**src/rtl/i2c_master_arbiter_if.sv**
```systemverilog
// Client-side and master-side signal bundle for i2c_master_arbiter.
// slave = arbiter view, master = environment (clients + i2c master) view.
interface i2c_master_arbiter_if #(
  parameter int NREQ = 2
);
  logic [NREQ-1:0]   req;
  logic [NREQ-1:0]   req_rw;
  logic [8*NREQ-1:0] req_wdata;
  logic [NREQ-1:0]   gnt;
  logic [NREQ-1:0]   done;
  logic [7:0]        rdata;
  logic              err;
  logic              busy;
  logic              m_rst;
  logic              m_rw;
  logic [7:0]        m_data_in;
  logic [7:0]        m_data_out;
  logic [3:0]        m_state;

  modport slave (
    input  req, req_rw, req_wdata, m_data_out, m_state,
    output gnt, done, rdata, err, busy, m_rst, m_rw, m_data_in
  );

  modport master (
    output req, req_rw, req_wdata, m_data_out, m_state,
    input  gnt, done, rdata, err, busy, m_rst, m_rw, m_data_in
  );
endinterface

```
**src/rtl/i2c_master_arbiter.sv**
```systemverilog
// Round-robin arbiter sequencing NREQ requesters onto one i2c master instance.
// Optional RUN-state abort timer enabled by defining ARB_TIMEOUT_EN.
module i2c_master_arbiter #(
  parameter int NREQ           = 2,
  parameter int TIMEOUT_CYCLES = 1024,
  parameter int CW             = 11
) (
  input logic                  clk,
  input logic                  rst,
  i2c_master_arbiter_if.slave  bus
);
  localparam int          PW = $clog2(NREQ);
  localparam int unsigned NR = NREQ;

  typedef enum logic [1:0] {IDLE, GRANT, RUN, DONE} state_t;

  state_t          state;
  logic [PW-1:0]   rr_ptr;
  logic [PW-1:0]   win;
  logic [PW-1:0]   pick;
  logic            any;
  int unsigned     idx;

  // First requester at or after rr_ptr, wrapping modulo NREQ.
  always_comb begin
    pick = '0;
    any  = 1'b0;
    idx  = 0;
    for (int unsigned i = 0; i < NR; i++) begin
      idx = 32'(rr_ptr) + i;
      if (idx >= NR) idx = idx - NR;
      if (!any && bus.req[idx]) begin
        any  = 1'b1;
        pick = PW'(idx);
      end
    end
  end

`ifdef ARB_TIMEOUT_EN
  logic [CW-1:0] cnt;
`else
  assign bus.err = 1'b0;
`endif

  always_ff @(posedge clk) begin
    if (rst) begin
      state         <= IDLE;
      bus.gnt       <= '0;
      bus.done      <= '0;
      bus.rdata     <= '0;
      bus.busy      <= 1'b0;
      bus.m_rst     <= 1'b1;
      bus.m_rw      <= 1'b0;
      bus.m_data_in <= '0;
      rr_ptr        <= '0;
      win           <= '0;
`ifdef ARB_TIMEOUT_EN
      bus.err       <= 1'b0;
      cnt           <= '0;
`endif
    end else begin
      case (state)
        IDLE: begin
          if (any) begin
            state         <= GRANT;
            win           <= pick;
            bus.gnt       <= NREQ'(1) << pick;
            bus.m_rw      <= bus.req_rw[pick];
            bus.m_data_in <= bus.req_wdata[8*pick +: 8];
            bus.busy      <= 1'b1;
          end
        end
        GRANT: begin
          state     <= RUN;
          bus.m_rst <= 1'b0;
`ifdef ARB_TIMEOUT_EN
          cnt       <= '0;
`endif
        end
        RUN: begin
          if (bus.m_state == 4'd9) begin
            state     <= DONE;
            bus.done  <= NREQ'(1) << win;
            bus.m_rst <= 1'b1;
            if (bus.m_rw) bus.rdata <= bus.m_data_out;
          end
`ifdef ARB_TIMEOUT_EN
          // STOP seen on the final allowed cycle still completes normally.
          else if (cnt == CW'(TIMEOUT_CYCLES - 1)) begin
            state     <= DONE;
            bus.done  <= NREQ'(1) << win;
            bus.m_rst <= 1'b1;
            bus.err   <= 1'b1;
          end else begin
            cnt <= cnt + 1'b1;
          end
`endif
        end
        DONE: begin
          state    <= IDLE;
          bus.done <= '0;
          bus.gnt  <= '0;
          bus.busy <= 1'b0;
          rr_ptr   <= (win == PW'(NREQ - 1)) ? '0 : win + 1'b1;
`ifdef ARB_TIMEOUT_EN
          bus.err  <= 1'b0;
`endif
        end
        default: state <= IDLE;
      endcase
    end
  end
endmodule

```
**src/flat_wrapper.sv**
```systemverilog
// flat-port wrapper written by rule: the top's interface ports become plain ports
module i2c_master_arbiter_flat 
#(
  parameter int NREQ           = 2,
  parameter int TIMEOUT_CYCLES = 1024,
  parameter int CW             = 11
)
  (clk, rst, bus_req, bus_req_rw, bus_req_wdata, bus_m_data_out, bus_m_state, bus_gnt, bus_done, bus_rdata, bus_err, bus_busy, bus_m_rst, bus_m_rw, bus_m_data_in);
  i2c_master_arbiter_if #(.NREQ(NREQ)) bus_i ();
  input logic clk;
  input logic rst;
  input wire logic [$bits(bus_i.req)-1:0] bus_req;
  input wire logic [$bits(bus_i.req_rw)-1:0] bus_req_rw;
  input wire logic [$bits(bus_i.req_wdata)-1:0] bus_req_wdata;
  input wire logic [$bits(bus_i.m_data_out)-1:0] bus_m_data_out;
  input wire logic [$bits(bus_i.m_state)-1:0] bus_m_state;
  output wire logic [$bits(bus_i.gnt)-1:0] bus_gnt;
  output wire logic [$bits(bus_i.done)-1:0] bus_done;
  output wire logic [$bits(bus_i.rdata)-1:0] bus_rdata;
  output wire logic [$bits(bus_i.err)-1:0] bus_err;
  output wire logic [$bits(bus_i.busy)-1:0] bus_busy;
  output wire logic [$bits(bus_i.m_rst)-1:0] bus_m_rst;
  output wire logic [$bits(bus_i.m_rw)-1:0] bus_m_rw;
  output wire logic [$bits(bus_i.m_data_in)-1:0] bus_m_data_in;
  assign bus_i.req = bus_req;
  assign bus_i.req_rw = bus_req_rw;
  assign bus_i.req_wdata = bus_req_wdata;
  assign bus_i.m_data_out = bus_m_data_out;
  assign bus_i.m_state = bus_m_state;
  assign bus_gnt = bus_i.gnt;
  assign bus_done = bus_i.done;
  assign bus_rdata = bus_i.rdata;
  assign bus_err = bus_i.err;
  assign bus_busy = bus_i.busy;
  assign bus_m_rst = bus_i.m_rst;
  assign bus_m_rw = bus_i.m_rw;
  assign bus_m_data_in = bus_i.m_data_in;
  i2c_master_arbiter #(.NREQ(NREQ), .TIMEOUT_CYCLES(TIMEOUT_CYCLES), .CW(CW)) u_core (.clk(clk), .rst(rst), .bus(bus_i));
endmodule
```
**config.mk**
```make
export PLATFORM = sky130hd
export DESIGN_NAME = i2c_master_arbiter_flat
export DESIGN_NICKNAME = d
export VERILOG_FILES = /design/src/rtl/i2c_master_arbiter_if.sv /design/src/rtl/i2c_master_arbiter.sv /design/src/flat_wrapper.sv
export SDC_FILE = /design/constraint.sdc
export NUM_CORES = 1
export LEC_CHECK = 0
export CORE_MARGIN = 3
export CORE_UTILIZATION = 40
export CTS_CLUSTER_SIZE = 25
export DETAILED_ROUTE_END_ITERATION = 7
export DONT_BUFFER_PORTS = 1
export PLACE_DENSITY = 0.58
export SYNTH_ARGS = -nofsm -noshare
export SYNTH_HDL_FRONTEND = slang
export SYNTH_SLANG_ARGS = --single-unit
```
**constraint.sdc**
```tcl
create_clock -name clk -period 1.5 [get_ports clk]
set_input_delay 0.3 -clock clk [delete_from_list [all_inputs] [get_ports clk]]
set_output_delay 0.3 -clock clk [all_outputs]
set_load 0.05 [all_outputs]
```
==> impl_metrics.json <==
{
  "num_rows": 20,
  "synth_nets": 191,
  "multi_input_area_sq_um": 733.2,
  "cp-startpoint": "u_core.state[1]",
  "yosys.area_share.adder": 0.04562,
  "clk_latency_ns": 0.33,
  "fin_crit_sh": 0.9197,
  "numCtsBuffers": 3,
  "synth_top_family_by_area": "compound AO/OA/AOI/OAI gates",
  "met1_usage": 0.1583,
  "die_y_um": 64.55,
  "synth_area_sq_um": 1371,
  "layout.nets": 202,
  "n_fill_cell": 318,
  "syn_avg_cell_area_sq_um": 9.022,
  "regArea_sq_um": 541.8,
  "drtIter0Drc": 43,
  "met2_usage": 0.2951,
  "synth_warnings": 0,
  "seq_area_frac_synth": 0.3942,
  "drive_gt1_frac": 0.2099,
  "rsz0062_at_grt": "yes",
  "hold_start": "rst",
  "slew_headroom": 0.6449,
  "maxCapViolCount": 0,
  "hold_viol_final": 0,
  "clk_pin_slew_ns": 0.15,
  "place.gp.congestion": 0.7287,
  "diodes": 0,
  "remaining_drc_errors": 0,
  "ys_ff_latch": 27,
  "yosys-top-cells-area": "dfxtp_1 (39%), a311oi_1 (6.4%), nand3b_1 (6.0%), a21oi_1 (5.5%), ha_1 (4.6%)",
  "synth_top_area_share": 0.3942,
  "critPathRequiredTime_ns": 1.75,
  "maxSlewViolCount": 0,
  "synthXorXnorAreaFrac": 0,
  "first_pass_iters": 4,
  "dpl-instance-area_sq_um": 1489,
  "grt_max_degree": 29,
  "synth_cell_types": 32,
  "routed-via-count": 1168,
  "clock_sinks": 27,
  "synth_cells": 152,
  "cts_tree": "yes",
  "grt_use_total": 0.1548,
  "htreeDepth": 1,
  "layout_min_cycle_time_ns": 1.380,
  "gr-total-overflow": 0,
  "grt_pass1_wl_um": 5244,
  "grt.busiest_layer": "met2",
  "design_area_sq_um": 1546,
  "synthMuxAreaShare": 0.007299,
  "r2r_start": "u_core.state[1]",
  "cts_buffer_depth": 2,
  "post_drt_wl_per_cell_um": 15.61,
  "postCtsSetupRepairBufs": 0,
  "floorplan.initialDensity": 0.4349,
  "p_leak_uw": 0.0005398,
  "grt_antenna_before_repair": 0,
  "wl_um": 3216,
  "synth.largest_area_cell": "dfxtp_1",
  "design.die.area_sq_um": 4167,
  "die_w_um": 64.55,
  "grt_pass1_vias": 1194,
  "cts-root-buf": "clkbuf_4",
  "cp_max_fo": 5,
  "synthSimpleGateAreaFrac": 0.2199,
  "synth-compound-area-share": 0.2400,
  "design.core.area_sq_um": 3153,
  "fin_util": 0.4905,
  "ir_drop_mv": 0.9289,
  "drtAntennaViolNets": 0,
  "gr-usage-met3": 0.06066,
  "tightestPinTransition_ns": 0.5319,
  "fmax_ghz": 0.7248,
  "viasPerCell": 5.670,
  "cp-start-kind": "flop",
  "worstPathArrival_ns": 1.63,
  "areaGrowthSynthToFinish_pct": 12.77,
  "portBuffers": 0,
  "crit_path_end_kind": "flop",
  "hpwl_um": 2356,
  "pin_count": 58,
  "holdBufCountCts": 0,
  "critPathKind": "reg2reg",
  "status": "complete, no violations",
  "finClkSkew_ns": 0.005068,
  "hold_path.class": "in2reg",
  "p_per_area_nw_per_um2": 1715,
  "setup_viol": 0
}
==> worst max-delay path, stage by stage, from the launching register on <==
cell and delay, ns:
dfxtp_1 0.40, inv_1 0.12, ha_4 0.19, nor3b_4 0.15, a21o_2 0.20, a211oi_1 0.24
==> power by group <==
part	internal (uW)	switching [uW]
Clock	102	228
Sequential	871	206
Combinational	458	787
Total	1430	1220
==> layout make-up <==
type,count,area share
repair buffers,20,0.1052
clock inverters,1,0.004854
flip-flops and latches,27,0.3503
multi-input cells,105,0.4741
clock buffers,3,0.01456
inverters,6,0.01537
well taps,44,0.03560
==> state kept, by name (all words and copies together) (netlist names) <==
| name | cells |
|---|---|
| u_core.win | 1 |
| u_core.bus.done | 2 |
| u_core.bus.m_rw | 1 |
| u_core.bus.rdata | 8 |
| u_core.bus.busy | 1 |
| u_core.bus.m_rst | 1 |
| u_core.state | 2 |
| u_core.bus.gnt | 2 |
| u_core.rr_ptr | 1 |
| u_core.bus.m_data_in | 8 |
==> timing repair <==
action / in CTS / in global routing
hold endpoints to repair: 0 / 20
gates resized for setup: 2 / 5
endpoints found under the setup margin: 11 / 22
cloned: 0 / 0
pin swaps: 0 / 1
==> synthesized netlist by cell type <==
master,instances
nand4bb_4,1
clkinv_1,2
nand3b_1,11
a21oi_1,15
nor2b_2,1
clkbuf_8,3
inv_1,4
nand2b_1,4
clkbuf_1,2
nor2b_1,2
mux2i_1,1
buf_2,6
ha_1,5
nand2_1,3
nor2_1,11
o21a_1,1
o21ai_0,12
nand4_1,9
buf_4,3
a21o_2,1
a311oi_1,10
a211oi_1,2
nor3b_1,1
nand3_1,1
nor3_1,1
dfxtp_1,27
o21bai_1,1
and4bb_2,1
o211ai_1,1
conb_1,1
or3_1,1
o31ai_1,8
==> metal layers <==
metal	up-vias	routed length (um)
met2	41	1624
li1	578	-
met1	547	1318
met5	-	0
met3	2	261
met4	0	12
==> cells by family (layout without fill, tap and decap cells) <==
family | after synthesis | count (layout)
multiplexers | 1 | 1
AND/OR/NAND/NOR | 47 | 47
other | 1 | 1
adder cells (fa/ha/maj) | 5 | 5
AO/OA/AOI/OAI | 51 | 51
flip-flops | 27 | 27
buffers and inverters | 20 | 30
==> metrics by stage <==
step / cells / TNS [ns] / setup slack, ns / hold WS, ns / total power [uW]
after global placement: 202 / 0 / 0.03124 / 0.3725 / 2259
after global routing: 206 / -0.008539 / -0.008539 / -0.02361 / 2827
final: 206 / 0 / 0.1204 / 0.01319 / 2652
after detailed placement: 202 / -0.3613 / -0.06407 / 0.3741 / 2300
after floorplan: 152 / 0 / 0.1372 / 0.4472 / 1993
after CTS: 206 / 0 / 0.002414 / 0.0008582 / 2633
==> worst paths after layout <==
check                        to  slack (ns)  depth (start not counted)
max             u_core.state[0]        0.12                          5
min          u_core.bus.done[1]        0.01                          1
max reg2reg     u_core.state[0]        0.12                          5
min reg2reg     u_core.bus.busy        0.48                          2
==> layout by cell type, fill, tap and decap left out, types with 2 or more instances in the layout <==
| cell type | n |
|---|---|
| nand4_1 | 9 |
| a211oi_1 | 2 |
| o21ai_0 | 12 |
| clkbuf_4 | 3 |
| buf_4 | 19 |
| nand2b_1 | 4 |
| a21oi_1 | 15 |
| nor2b_1 | 2 |
| dfxtp_1 | 26 |
| nor2_1 | 11 |
| a311oi_1 | 10 |
| inv_1 | 3 |
| nand2_1 | 3 |
| nand3b_1 | 11 |
| ha_1 | 3 |
| o31ai_1 | 8 |
Power figures use the tool's default switching activity.
